<file path="config.mk">
export PLATFORM = sky130hd
export DESIGN_NAME = sweep_matcher
export DESIGN_NICKNAME = d
export VERILOG_FILES = /design/src/rtl/sweep_matcher.sv
export SDC_FILE = /design/constraint.sdc
export NUM_CORES = 1
export LEC_CHECK = 0
export ABC_AREA = 0
export BUFFER_PORTS_ARGS = -buffer_cell sky130_fd_sc_hd__clkbuf_2
export CAP_MARGIN = 20
export CORE_ASPECT_RATIO = 1.4
export CORE_UTILIZATION = 35
export DETAILED_ROUTE_END_ITERATION = 8
export HOLD_SLACK_MARGIN = 0.1
export SLEW_MARGIN = 10
export SYNTH_ARGS = -nofsm -noshare
export SYNTH_HDL_FRONTEND = slang
export SYNTH_SLANG_ARGS = --single-unit
</file>
<file path="constraint.sdc">
create_clock -name clk -period 2.95 [get_ports clk]
set_input_delay 0.295 -clock clk [delete_from_list [all_inputs] [get_ports clk]]
set_output_delay 0.295 -clock clk [all_outputs]
set_load 0.05 [all_outputs]
</file>
<file path="src/rtl/sweep_matcher.sv">
// sweep_matcher: steps candidates into an equality comparator until it matches or the range runs out.
// SWEEP_DOWN_EN selects a descending sweep starting at all ones.
module sweep_matcher #(
    parameter int WIDTH = 4
) (
    input  logic             clk,
    input  logic             reset,
    input  logic             start,
    input  logic             eq,
    output logic [WIDTH-1:0] cand,
    output logic             busy,
    output logic             done,
    output logic             found,
    output logic [WIDTH-1:0] found_val,
    output logic [WIDTH:0]   steps
);
    localparam logic [1:0] IDLE = 2'd0, SCAN = 2'd1, DONE = 2'd2;
`ifdef SWEEP_DOWN_EN
    localparam logic [WIDTH-1:0] first = '1, last = '0;
    wire [WIDTH-1:0] next = cand - 1'b1;
`else
    localparam logic [WIDTH-1:0] first = '0, last = '1;
    wire [WIDTH-1:0] next = cand + 1'b1;
`endif
    logic [1:0] state;
    assign busy = state == SCAN;
    assign done = state == DONE;
    always_ff @(posedge clk or posedge reset) begin
        if (reset) begin
            state     <= IDLE;
            cand      <= '0;
            found     <= 1'b0;
            found_val <= '0;
            steps     <= '0;
        end else begin
            case (state)
                IDLE: if (start) begin
                    state     <= SCAN;
                    cand      <= first;
                    found     <= 1'b0;
                    found_val <= '0;
                    steps     <= '0;
                end
                SCAN: begin
                    steps <= steps + 1'b1;
                    if (eq) begin
                        state     <= DONE;
                        found     <= 1'b1;
                        found_val <= cand;
                    end else if (cand == last) begin
                        state <= DONE;
                    end else begin
                        cand <= next;
                    end
                end
                default: state <= IDLE;
            endcase
        end
    end
endmodule

</file>
# Word-level counts from Yosys, hierarchy flattened
# Index checks and enable logic that the tools add are counted.
[classes] div=0 bitwise_logic=0 mul=0 reduce_logical=6 n_mux=15 add_sub_neg=2 n_lt_le_gt_ge=0 eq_ne=8 n_shift=0
[op_table] operator="2-to-1 mux 4 bit" count=4
[op_table] operator="case mux 4 bit (2 select lines)" count=2
[op_table] operator="case mux 5 bit (2 select lines)" count=1
[op_table] operator="inequality test 2 bit, second input constant" count=4
[op_table] operator="2-to-1 mux 2 bit" count=3
[op_table] operator="adder 5 x 1 -> 5 bit, second input constant" count=1
[op_table] operator="2-to-1 mux 5 bit" count=1
[op_table] operator="adder 4 x 1 -> 4 bit, second input constant" count=1
[op_table] operator="== test 4 bit, second input constant" count=1
[op_table] operator="case mux 2 bit (2 select lines)" count=1
[op_table] operator="AND reduction 2 bit" count=2
[op_table] operator="AND reduction 4 bit" count=1
[op_table] operator="inequality test 3 x 2 -> 1 bit, second input constant" count=1
[op_table] operator="AND reduction 3 bit" count=1
[op_table] operator="== test 2 x 1 -> 1 bit, second input constant" count=1
[op_table] operator="== test 2 bit, second input constant" count=1
[op_table] operator="logical NOT 2 bit" count=1
[op_table] operator="2-to-1 mux 1 bit" count=2
[op_table] operator="case mux 1 bit (2 select lines)" count=1
[op_table] operator="nonzero test 2 bit" count=1
[totals] latchBits=0 register_bits=16 ramBits=0 out_inout_bits=16 n_memories=0 input_bits=4 rom_bits=0 word_cells=36

# Longest topological paths before layout
# Gate-level depths: netlist of the first run.
[depth] depth_word=4 mapped_depth=4 ltp_nobuf=4

# Worst setup path after synthesis of the first run
# OpenSTA, ideal clock, no wires.
[synth_timing] path_type="reg-to-reg" startpoint="register steps[0]" endpoint="register steps[4]" n_path_buf=0 setup_ns=0.121 path_stages_with_launch=5 t_required_ns=2.829 slack_ns=1.342 period_less_slack_ns=1.608 t_arrival_ns=1.487 cell_sequence="dfrtp_1 ha_1 nand3_1 mux2_1 a22o_1"
[synth_between] elab_chain_len=2
[synth_rtl] item="start, declared" line_no="15" text="output logic [WIDTH:0] steps"
[synth_rtl] item="start signal, assigned" line_no="45" text="steps <= steps + 1'b1;"
[synth_rtl] item="adder 5 x 1 -> 5 bit" line_no="45"
[synth_rtl] item="case mux 5 bit (2 select lines)" line_no="36" text="case (state)"
# No other way between the ends.
# A chain may end at the register's enable or synchronous reset.

# Worst setup path after layout of the first run
[layout_timing] startpoint="register state[0]" endpoint="output busy"
[layout_between] elab_chain_len=1
[layout_rtl] item="start, declared" line_no="25" text="logic [1:0] state;"
[layout_rtl] item="start signal, assigned" line_no="30" text="state <= IDLE;"
[layout_rtl] item="start signal, assigned" line_no="38" text="state <= SCAN;"
[layout_rtl] item="start signal, assigned" line_no="47" text="state <= DONE;"
[layout_rtl] item="== test 2 x 1 -> 1 bit" line_no="26" text="assign busy = state == SCAN;"
[layout_rtl] item="end, declared" line_no="11" text="output logic busy,"
# No other way between the ends.

==> impl_metrics.env, run 1 <==
export IMPL_outcome="complete, but fails checks"
export IMPL_failed_checks="DRC"
export IMPL_worst_pin_slew_ns=0.602
export IMPL_min_path_cells=4
export IMPL_cts_tree="done"
export IMPL_timing_hold_violations_final=0
export IMPL_final_period_minus_worst_setup_slack_ns=1.77
export IMPL_reg2reg_depth=4
export IMPL_fp_dieW_um=43.7
export IMPL_numCtsBuffers=3
export IMPL_post_cts_setup_buffer_count=0
export IMPL_detailroute_via_count=629
export IMPL_timing_worst_setup_path_type="flip-flop to output port"
export IMPL_powerDensity_nw_per_um2=1060
export IMPL_number_of_antenna_violations_at_the_first_check_in_global_routing=0
export IMPL_final_cell_mix="19 x clkbuf_2, 16 x dfrtp_1, 12 x a22o_1, 6 x inv_1"
export IMPL_grt_max_degree=17
export IMPL_ir_worst_vdd_mv=0.467
export IMPL_ys_async_sr_fraction_pct=100
export IMPL_worst_hold_path_type="input pin to flip-flop"
export IMPL_worst_hold_startpoint="start"
export IMPL_wl_per_cell_um=14.4
export IMPL_detail_route_antenna_nets=0
export IMPL_report_power_total_uw=1050
export IMPL_worst_setup_path_start_kind="flip-flop"
export IMPL_number_of_buffers_on_the_longest_clock_path=2
export IMPL_detailed_route_vias_per_instance=5.42
export IMPL_clock_tree_root_cell="clkbuf_4"
export IMPL_crit_required_ns=2.65
export IMPL_die_area_um2=2640
export IMPL_crit_path_max_fanout=13
export IMPL_synth_distinct_cells=32
export IMPL_clock_sink_count=16
export IMPL_number_of_antenna_cells_inserted=0
export IMPL_synth_area_top_cells="dfrtp_1 47%, a22o_1 12%, ha_1 2.9%, inv_1 2.6%, mux2_1 2.6%"
export IMPL_synth_top_cell_area_share_pct=46.9
export IMPL_grt_remaining_overflow=0
export IMPL_most_frequent_standard_cell_in_the_layout_excluding_fill_and_tap_cells="clkbuf_2"
export IMPL_pin_count=20
export IMPL_buffer_ports_inserted=19
export IMPL_synthDominantAreaCellType="dfrtp_1"
export IMPL_seq_area_frac_synth_pct=46.9
export IMPL_count_of_flip_flops_with_a_built_in_enable_after_synthesis=0
export IMPL_grt_pass1_vias=590
export IMPL_ffs_latches_synth=16
export IMPL_kind_of_end_point_of_the_critical_path="output port"
export IMPL_detailedRoute_firstPassIterationCount=6
export IMPL_worst_ep_arrival_time_ns=1.47
export IMPL_design_core_area_um2=2230
export IMPL_synthToLayoutAreaGrowth_pct=16.0
export IMPL_holdPathEnd="found"
export IMPL_syn_instance_count=73
export IMPL_route_detailed_drc=2
export IMPL_max_freq_mhz=566
export IMPL_cts_htree_levels=1
export IMPL_synth_flop_cell="dfrtp_1"
export IMPL_rrSetupSlack_ns=1.47
export IMPL_mappedNetlistArea_um2=853
export IMPL_dp_hpwl_mm=1.22
export IMPL_gpl_final_weighted_congestion=0.791
export IMPL_yosysWarningCount=0
export IMPL_wl_mm=1.67
export IMPL_grt_setup_unrepaired="no"
export IMPL_p_leak_uw=0.000507
export IMPL_layout_drive_gt1_share_pct=34.0
export IMPL_synth_area_per_cell_um2=11.7
export IMPL_grt_util_all_layers_pct=14.9
export IMPL_die_height_um=60.4
export IMPL_rows=20
export IMPL_ff_latch_area_um2=400
export IMPL_relSlewSlack_pct=59.8
export IMPL_timing_max_cap_violations=0
export IMPL_nNetsFinal=102
export IMPL_rr_endpoint="state[1]"
export IMPL_worst_skew_pair_late_latency_ns=0.28
export IMPL_first_pass_grt_wire_length_mm=2.82
export IMPL_slew_violations=0
export IMPL_skew_ns=0.00288
export IMPL_regToRegStartpoint="cand[0]"
export IMPL_first_iter_violations=15
export IMPL_multi_input_area_um2=408
export IMPL_synthesis_nets=79
export IMPL_timing_final_setup_violations=0
export IMPL_fillCellCount=217
export IMPL_fin_crit_sh_pct=59.9
export IMPL_floorplan_initialDensity_pct=38.3
export IMPL_clk_pin_slew_worst_setup_hold_paths_ns=0.09
export IMPL_setup_tns_final_ns=0
## synth_stat cells (2+ instances only)
| library cell | instances |
|---|---|
| inv_1 | 6 |
| dfrtp_1 | 16 |
| o21ai_1 | 3 |
| mux2_1 | 2 |
| a22o_1 | 12 |
| nand3_1 | 3 |
| ha_1 | 2 |
| nand2_1 | 3 |
| nor2_1 | 3 |
## stage by stage
stage                     worst slack (ns)  cell area (um^2)  util, %  hold slack [ns]  instances
final                                 1.18               990     44.4            0.319        116
after global routing                  1.08               990     44.4            0.348        116
after CTS                             1.17               990     44.4            0.313        116
after detailed placement              1.49               957     43.0            0.388        112
after global placement                1.52               957     43.0            0.388        112
after floorplan                       1.34               853        -            0.209         73
## sequential cells by signal, indices dropped and copies added, names as in the netlist
register and cells:
found_val 4, cand 4, state 2, steps 5
found 1
## worst max-delay path by stage
stage                     startpoint        to  slack [ns]  cells after the start
after floorplan             steps[0]  steps[4]        1.34                      4
after global placement       cand[0]  state[1]        1.52                      4
after detailed placement     cand[0]  state[1]        1.49                      4
after global routing        state[0]      busy        1.08                      3
final                       state[0]      busy        1.18                      3
after CTS                   state[0]      busy        1.17                      3
## where the power goes
part	internal, uW	switching [uW]	total (uW)
registers	284	108	392
clock network	47.4	69.6	117
logic	174	369	543
## per-layer routing
metal | wire length (um) | up-vias | GRT usage (%)
met1 | 826 | 299 | 20.1
met3 | 51 | 5 | 2.68
met4 | 38 | 0 | 9.38
li1 | - | 312 | -
met2 | 757 | 13 | 21.7
met5 | 0 | - | 0
## timing repair
| item | 4_1_cts | 5_1_grt |
|---|---|---|
| hold endpoints to repair | 16 | 0 |
| gates resized for setup | 0 | 0 |
| hold buffers | 1 | 0 |
## cell families (layout without fill, tap and decap cells)
logic type                 after synthesis  count (layout)  share of synthesized area, %
and+or+nand+nor                         20              20                          15.7
DFF                                     16              16                          46.9
muxes                                    5               5                          6.74
buffers and inverters                    9              30                          5.28
adders and majority gates                2               2                          2.93
AOI/OAI and AO/OA                       21              21                          22.4
## worst max-delay path: stages (launching register included)
cell and delay, ns:
dfrtp_1 0.66, nand2b_4 0.13, inv_1 0.11, clkbuf_2 0.28
## area by class of cell
type | instances | area share [%]
clock buffer | 3 | 2.28
inverter | 7 | 2.65
multi-input combinational | 48 | 41.2
sequential | 16 | 40.5
tap | 22 | 2.78
timing repair buffer | 20 | 10.6
Power figures use the tool's default switching activity.
==> run 2, diff against run 1 <==
==> constraint.sdc (replaced) <==
create_clock -name clk -period 1.6 [get_ports clk]
set_input_delay 0.16 -clock clk [delete_from_list [all_inputs] [get_ports clk]]
set_output_delay 0.16 -clock clk [all_outputs]
set_load 0.05 [all_outputs]
==> run 2 against run 1 <==
Effect of this change: critical path depth unchanged; via count down 0.32%; critical endpoint is now done; die area stayed put; total power rose by 92%; first-iteration DRC count down 47%; largest cell class unchanged; highest routed layer unchanged; the run still ends with DRC left; flip-flop and latch count did not move; utilization is 1.2 points higher; non-clock buffer count rose by 1; worst setup slack worse by 1.1 ns.
==> impl_metrics.env, run 2 (synthesized netlist as in run 1, its figures left out) <==
export IMPL_relSlewSlack_pct=59.8
export IMPL_grt_remaining_overflow=0
export IMPL_timing_hold_violations_final=0
export IMPL_buffer_ports_inserted=19
export IMPL_timing_max_cap_violations=0
export IMPL_grt_setup_unrepaired="no"
export IMPL_cts_tree="done"
export IMPL_detailed_route_vias_per_instance=5.31
export IMPL_most_frequent_standard_cell_in_the_layout_excluding_fill_and_tap_cells="clkbuf_2"
export IMPL_route_detailed_drc=1
export IMPL_die_area_um2=2640
export IMPL_clock_tree_root_cell="clkbuf_4"
export IMPL_crit_required_ns=1.44
export IMPL_first_iter_violations=8
export IMPL_reg_largest_list="steps x5, cand x4, found_val x4"
export IMPL_number_of_buffers_on_the_longest_clock_path=2
export IMPL_crit_path_max_fanout=11
export IMPL_worst_hold_path_type="input pin to flip-flop"
export IMPL_final_period_minus_worst_setup_slack_ns=1.51
export IMPL_grt_util_met2_pct=21.7
export IMPL_synthToLayoutAreaGrowth_pct=19.1
export IMPL_wl_mm=1.58
export IMPL_clock_sink_count=16
export IMPL_kind_of_end_point_of_the_critical_path="output port"
export IMPL_grt_pass1_vias=622
export IMPL_timing_final_setup_violations=0
export IMPL_power_share_clock_pct=13.3
export IMPL_setup_tns_final_ns=0
export IMPL_grt_most_used_layer="met2"
export IMPL_grt_util_all_layers_pct=13.8
export IMPL_fin_hold_ws_ns=0.181
export IMPL_gpl_final_weighted_congestion=0.865
export IMPL_layout_drive_gt1_share_pct=37.5
export IMPL_number_of_antenna_cells_inserted=0
export IMPL_wl_per_cell_um=13.4
export IMPL_min_path_cells=4
export IMPL_cts_htree_levels=1
export IMPL_clk_pin_slew_worst_setup_hold_paths_ns=0.09
export IMPL_nNetsFinal=103
export IMPL_floorplan_initialDensity_pct=38.3
export IMPL_numCtsBuffers=3
export IMPL_detail_route_antenna_nets=0
export IMPL_final_design_area_no_fill_um2=1020
export IMPL_rows=20
export IMPL_failed_checks="DRC"
export IMPL_pin_count=20
export IMPL_max_freq_mhz=663
export IMPL_worst_pin_slew_ns=0.602
export IMPL_p_sw_share_pct=49.9
export IMPL_outcome="complete, but fails checks"
export IMPL_p_leak_uw=0.000517
export IMPL_place_area_um2=966
export IMPL_worst_ep_arrival_time_ns=1.35
export IMPL_seq_power_share_pct=35.4
export IMPL_registers_top_by_ff_count="steps"
export IMPL_worst_setup_path_start_kind="flip-flop"
export IMPL_detailroute_via_count=627
export IMPL_fin_crit_sh_pct=94.2
export IMPL_powerDensity_nw_per_um2=1980
export IMPL_globalRouteMet1Util_pct=17.0
export IMPL_final_cell_mix="18 x clkbuf_2, 14 x dfrtp_1, 12 x a22o_1, 6 x inv_1, 4 x clkbuf_4"
export IMPL_first_pass_grt_wire_length_mm=2.68
export IMPL_design_core_area_um2=2230
export IMPL_grt_max_degree=17
export IMPL_timing_worst_setup_path_type="flip-flop to output port"
export IMPL_combinationalPowerShare_pct=51.3
export IMPL_worst_skew_pair_late_latency_ns=0.29
export IMPL_p_sw_uw=1010
export IMPL_slew_violations=0
export IMPL_skew_ns=0.00172
export IMPL_reg2reg_depth=4
export IMPL_global_route_usage_met3_pct=2.68
export IMPL_detailedRoute_firstPassIterationCount=6
export IMPL_dp_hpwl_mm=1.18
export IMPL_ir_worst_vdd_mv=0.684
export IMPL_die_height_um=60.4
export IMPL_p_int_uw=1010
export IMPL_fp_dieW_um=43.7
export IMPL_number_of_antenna_violations_at_the_first_check_in_global_routing=0
export IMPL_largest_reg_flops=5
run 2: cell count changes in the layout (fill, tap and decap cells not counted), sizes merged:
cell    previous run  this run
clkbuf            22        23
buf                0         1
run 2: worst paths after layout:
path	start	endpoint	slack [ns]
min in group asynchronous	reset	found_val[0]	0.46
min reg2reg	steps[0]	steps[0]	0.51
max reg2reg	cand[0]	state[1]	0.19
max in group asynchronous	reset	state[0]	0.71
min	start	found	0.18
max	state[0]	done	0.09
run 2: layout make-up:
type | instances | area, um^2
timing repair buffer | 21 | 115
clock buffer | 4 | 36.3
tap | 22 | 27.5
multi-input combinational | 48 | 408
sequential | 16 | 403
inverter | 7 | 26.3
fill | 211 | 1210
run 2: power groups by stage:
stage | clock network (uW) | registers [uW] | logic (uW)
after floorplan | 0 | 997 | 543
after global placement | 0 | 715 | 1030
after detailed placement | 0 | 721 | 1040
after CTS | 275 | 714 | 1040
after global routing | 291 | 737 | 1120
final | 269 | 713 | 1030
run 2: per-layer routing:
metal	up-vias	share of wire, %
li1	314	-
met1	297	45
met2	12	50
met3	4	3.2
met4	0	2.1
met5	-	0
run 2: critical path, cell delays in order (launching register included):
cell	delay (ns)
dfrtp_2	0.50
buf_4	0.18
nor2b_1	0.10
clkbuf_2	0.28
run 2: per-stage QoR:
| step | util, % | setup slack (ns) | std cells | power, uW |
|---|---|---|---|---|
| after floorplan | - | 0.00283 | 73 | 1540 |
| after global placement | 43.4 | 0.215 | 113 | 1740 |
| after detailed placement | 43.4 | 0.197 | 113 | 1760 |
| after CTS | 45.4 | 0.00757 | 118 | 2030 |
| after global routing | 45.6 | 0.0103 | 118 | 2150 |
| final | 45.6 | 0.0926 | 118 | 2020 |
run 2: timing repair:
action                     in CTS  in global routing
buffers inserted                0                  0
hold buffers                    1                  0
setup endpoints to repair       0                  2
hold endpoints to repair       16                  0
gates resized for setup         0                  3
==> run 3, diff against run 2 <==
--- a/config.mk
+++ b/config.mk
@@ -5,7 +5,7 @@
 export SDC_FILE = /design/constraint.sdc
 export NUM_CORES = 1
 export LEC_CHECK = 0
-export ABC_AREA = 0
+export ABC_AREA = 1
 export BUFFER_PORTS_ARGS = -buffer_cell sky130_fd_sc_hd__clkbuf_2
 export CAP_MARGIN = 20
 export CORE_ASPECT_RATIO = 1.4
==> run 3 against run 2 <==
Effect of this change: the run now ends clean; clock skew up 0.0010 ns; routed wire length down 2.9%; worst setup slack better by 0.055 ns; synthesized area down 8.5%; fmax up 3.8%; via count up 13%; sequential share of layout area up 2.6 points; clock power down 1%; non-clock buffer count down 1; critical endpoint is now busy; first-iteration DRC count up 75%.
==> impl_metrics.env, run 3 <==
export IMPL_timing_max_cap_violations=0
export IMPL_cts_hold_buffers_added=1
export IMPL_fp_dieW_um=41.9
export IMPL_worst_skew_pair_late_latency_ns=0.28
export IMPL_outcome="finished, final reports clean"
export IMPL_final_period_minus_worst_setup_slack_ns=1.45
export IMPL_synth_distinct_cells=13
export IMPL_pin_count=20
export IMPL_synthDominantAreaCellType="dfrtp_1"
export IMPL_cts_tree="done"
export IMPL_clock_sink_count=16
export IMPL_synth_fa_ha_area_share_pct=3.21
export IMPL_synth_top_family_by_area="simple AND/OR/NAND/NOR gates"
export IMPL_report_power_total_uw=1850
export IMPL_die_height_um=57.9
export IMPL_ys_async_sr_fraction_pct=100
export IMPL_gpl_final_weighted_congestion=0.730
export IMPL_detail_route_antenna_nets=0
export IMPL_synth_xor_xnor_area_share_pct=1.12
export IMPL_relSlewSlack_pct=60.3
export IMPL_nNetsFinal=128
export IMPL_p_leak_uw=0.000547
export IMPL_detailroute_via_count=709
export IMPL_detailed_route_vias_per_instance=4.99
export IMPL_dp_hpwl_mm=1.19
export IMPL_kind_of_end_point_of_the_critical_path="output port"
export IMPL_post_cts_setup_buffer_count=0
export IMPL_clk_pin_slew_worst_setup_hold_paths_ns=0.09
export IMPL_most_frequent_standard_cell_in_the_layout_excluding_fill_and_tap_cells="nand2_1"
export IMPL_synth_area_per_cell_um2=8.05
export IMPL_layoutNonFillerInstCount=142
export IMPL_yosysWarningCount=0
export IMPL_design_core_area_um2=2020
export IMPL_setup_tns_final_ns=0
export IMPL_synthesized_area_fraction_occupied_by_ao_oa_aoi_and_oai_cells_pct=2.56
export IMPL_first_pass_grt_wire_length_mm=2.73
export IMPL_post_route_worst_setup_slack_ns=0.147
export IMPL_combinationalPowerShare_pct=49.4
export IMPL_wl_mm=1.53
export IMPL_grt_pass1_vias=658
export IMPL_slowest_stage="dfrtp_1"
export IMPL_registers_top_by_ff_count="steps"
export IMPL_timing_worst_setup_path_type="flip-flop to output port"
export IMPL_synth_area_top_cells="dfrtp_1 51%, nand2_1 16%, nand3_1 9.0%, inv_1 4.3%, nor2_1 3.4%"
export IMPL_count_of_flip_flops_with_a_built_in_enable_after_synthesis=0
export IMPL_place_area_um2=902
export IMPL_power_share_clock_pct=14.3
export IMPL_die_area_um2=2430
export IMPL_number_of_antenna_violations_at_the_first_check_in_global_routing=0
export IMPL_wl_per_cell_um=10.8
export IMPL_skew_ns=0.00274
export IMPL_grt_max_degree=17
export IMPL_largest_stage_delay_on_the_critical_path_ns=0.45
export IMPL_worst_path_dominant_cell_family="flip-flops"
export IMPL_place_inst=137
export IMPL_buffer_ports_inserted=19
export IMPL_worst_pin_slew_ns=0.594
export IMPL_timing_final_setup_violations=0
export IMPL_netlist_top_cells_count="34 x nand2_1, 16 x dfrtp_1, 14 x nand3_1"
export IMPL_critical_path_cell_chain="inv_2, nor2_8, clkbuf_2"
export IMPL_number_of_antenna_cells_inserted=0
export IMPL_worst_hold_path_type="input pin to flip-flop"
export IMPL_synth_flop_cell="dfrtp_1"
export IMPL_timing_hold_violations_final=0
export IMPL_mappedNetlistArea_um2=781
export IMPL_final_design_area_no_fill_um2=948
export IMPL_crit_path_max_fanout=10
export IMPL_rows=19
export IMPL_post_synth_mux_area_share_pct=0
export IMPL_synth_top_cell_area_share_pct=51.3
export IMPL_route_detailed_drc=0
export IMPL_worst_setup_slack_before_clock_tree_synthesis_ns=0.324
export IMPL_p_int_uw=868
export IMPL_crit_buf_inv=2
export IMPL_fin_crit_sh_pct=90.8
export IMPL_ctsResizeCount=0
export IMPL_synthesis_nets=103
export IMPL_final_cell_mix="34 x nand2_1, 19 x clkbuf_2, 16 x dfrtp_1, 14 x nand3_1, 9 x inv_1"
export IMPL_clock_tree_root_cell="clkbuf_4"
export IMPL_layout_drive_gt1_share_pct=24.8
export IMPL_slew_violations=0
export IMPL_numCtsBuffers=3
export IMPL_cts_htree_levels=1
export IMPL_reg_largest_list="steps x5, cand x4, found_val x4"
export IMPL_worst_setup_path_start_kind="flip-flop"
export IMPL_largest_reg_flops=5
export IMPL_worst_ep_arrival_time_ns=1.29
export IMPL_grt_setup_unrepaired="no"
export IMPL_max_freq_mhz=688
export IMPL_seq_area_frac_synth_pct=51.3
export IMPL_ffs_latches_synth=16
export IMPL_grt_util_all_layers_pct=14.8
export IMPL_synth_simple_area_share_pct=36.1
export IMPL_powerDensity_nw_per_um2=1950
export IMPL_synthMostInstantiatedCell="nand2_1"
export IMPL_ir_worst_vdd_mv=0.984
export IMPL_number_of_buffers_on_the_longest_clock_path=2
export IMPL_p_sw_share_pct=53.2
export IMPL_floorplan_initialDensity_pct=38.6
export IMPL_p_sw_uw=987
export IMPL_first_iter_violations=14
export IMPL_grt_remaining_overflow=0
export IMPL_detailedRoute_firstPassIterationCount=4
export IMPL_rrSetupSlack_ns=0.30
export IMPL_crit_required_ns=1.44
export IMPL_seq_power_share_pct=36.4
export IMPL_syn_instance_count=97
export IMPL_synthToLayoutAreaGrowth_pct=21.5
## run 3: cell type report
class	instances	area, um^2
clock buffers	4	36.3
fillers	216	1070
inverters	12	45.0
multi-input cells	69	335
flip-flops and latches	16	400
well taps	21	26.3
repair buffers	20	105
## run 3: cell families (layout without fill, tap and decap cells)
logic type	Yosys count	after routing
flip-flops	16	16
buffers and inverters	12	36
AND/OR/NAND/NOR	62	62
adder cells (fa/ha/maj)	2	2
XOR/XNOR	1	1
AO/OA/AOI/OAI	4	4
## run 3: power groups by stage
stage | combinational (uW) | sequential [uW] | clock [uW]
6_report | 915 | 674 | 265
5_1_grt | 1000 | 699 | 297
4_1_cts | 930 | 673 | 273
3_5_place_dp | 925 | 681 | 0
3_3_place_gp | 918 | 672 | 0
2_1_floorplan | 427 | 957 | 0
## run 3: per-layer routing
metal	vias up	global-route usage [%]	share of wire (%)
met3	2	2.80	3.1
met1	334	16.7	45
met4	0	8.29	1.0
met5	-	0	0
met2	16	25.9	51
li1	357	-	-
## run 3: final timing paths
check | start | endpoint | cells after the start
max in group asynchronous | reset | steps[4] | 3
max reg2reg | cand[0] | cand[3] | 6
max | state[0] | busy | 3
min in group asynchronous | reset | cand[3] | 3
min reg2reg | found_val[3] | found_val[3] | 2
min | eq | found_val[3] | 3
## run 3: worst min-delay path, delay by kind of cell
kind                   cells  cell delay [ns]
and+or+nand+nor            2             0.14
buffers and inverters      1             0.11
## run 3: through the flow
stage | util (%) | hold WS (ns)
6_report | 46.9 | 0.155
3_5_place_dp | 44.6 | 0.246
2_1_floorplan | - | 0.0737
3_3_place_gp | 44.6 | 0.241
5_1_grt | 46.9 | 0.167
4_1_cts | 46.9 | 0.152
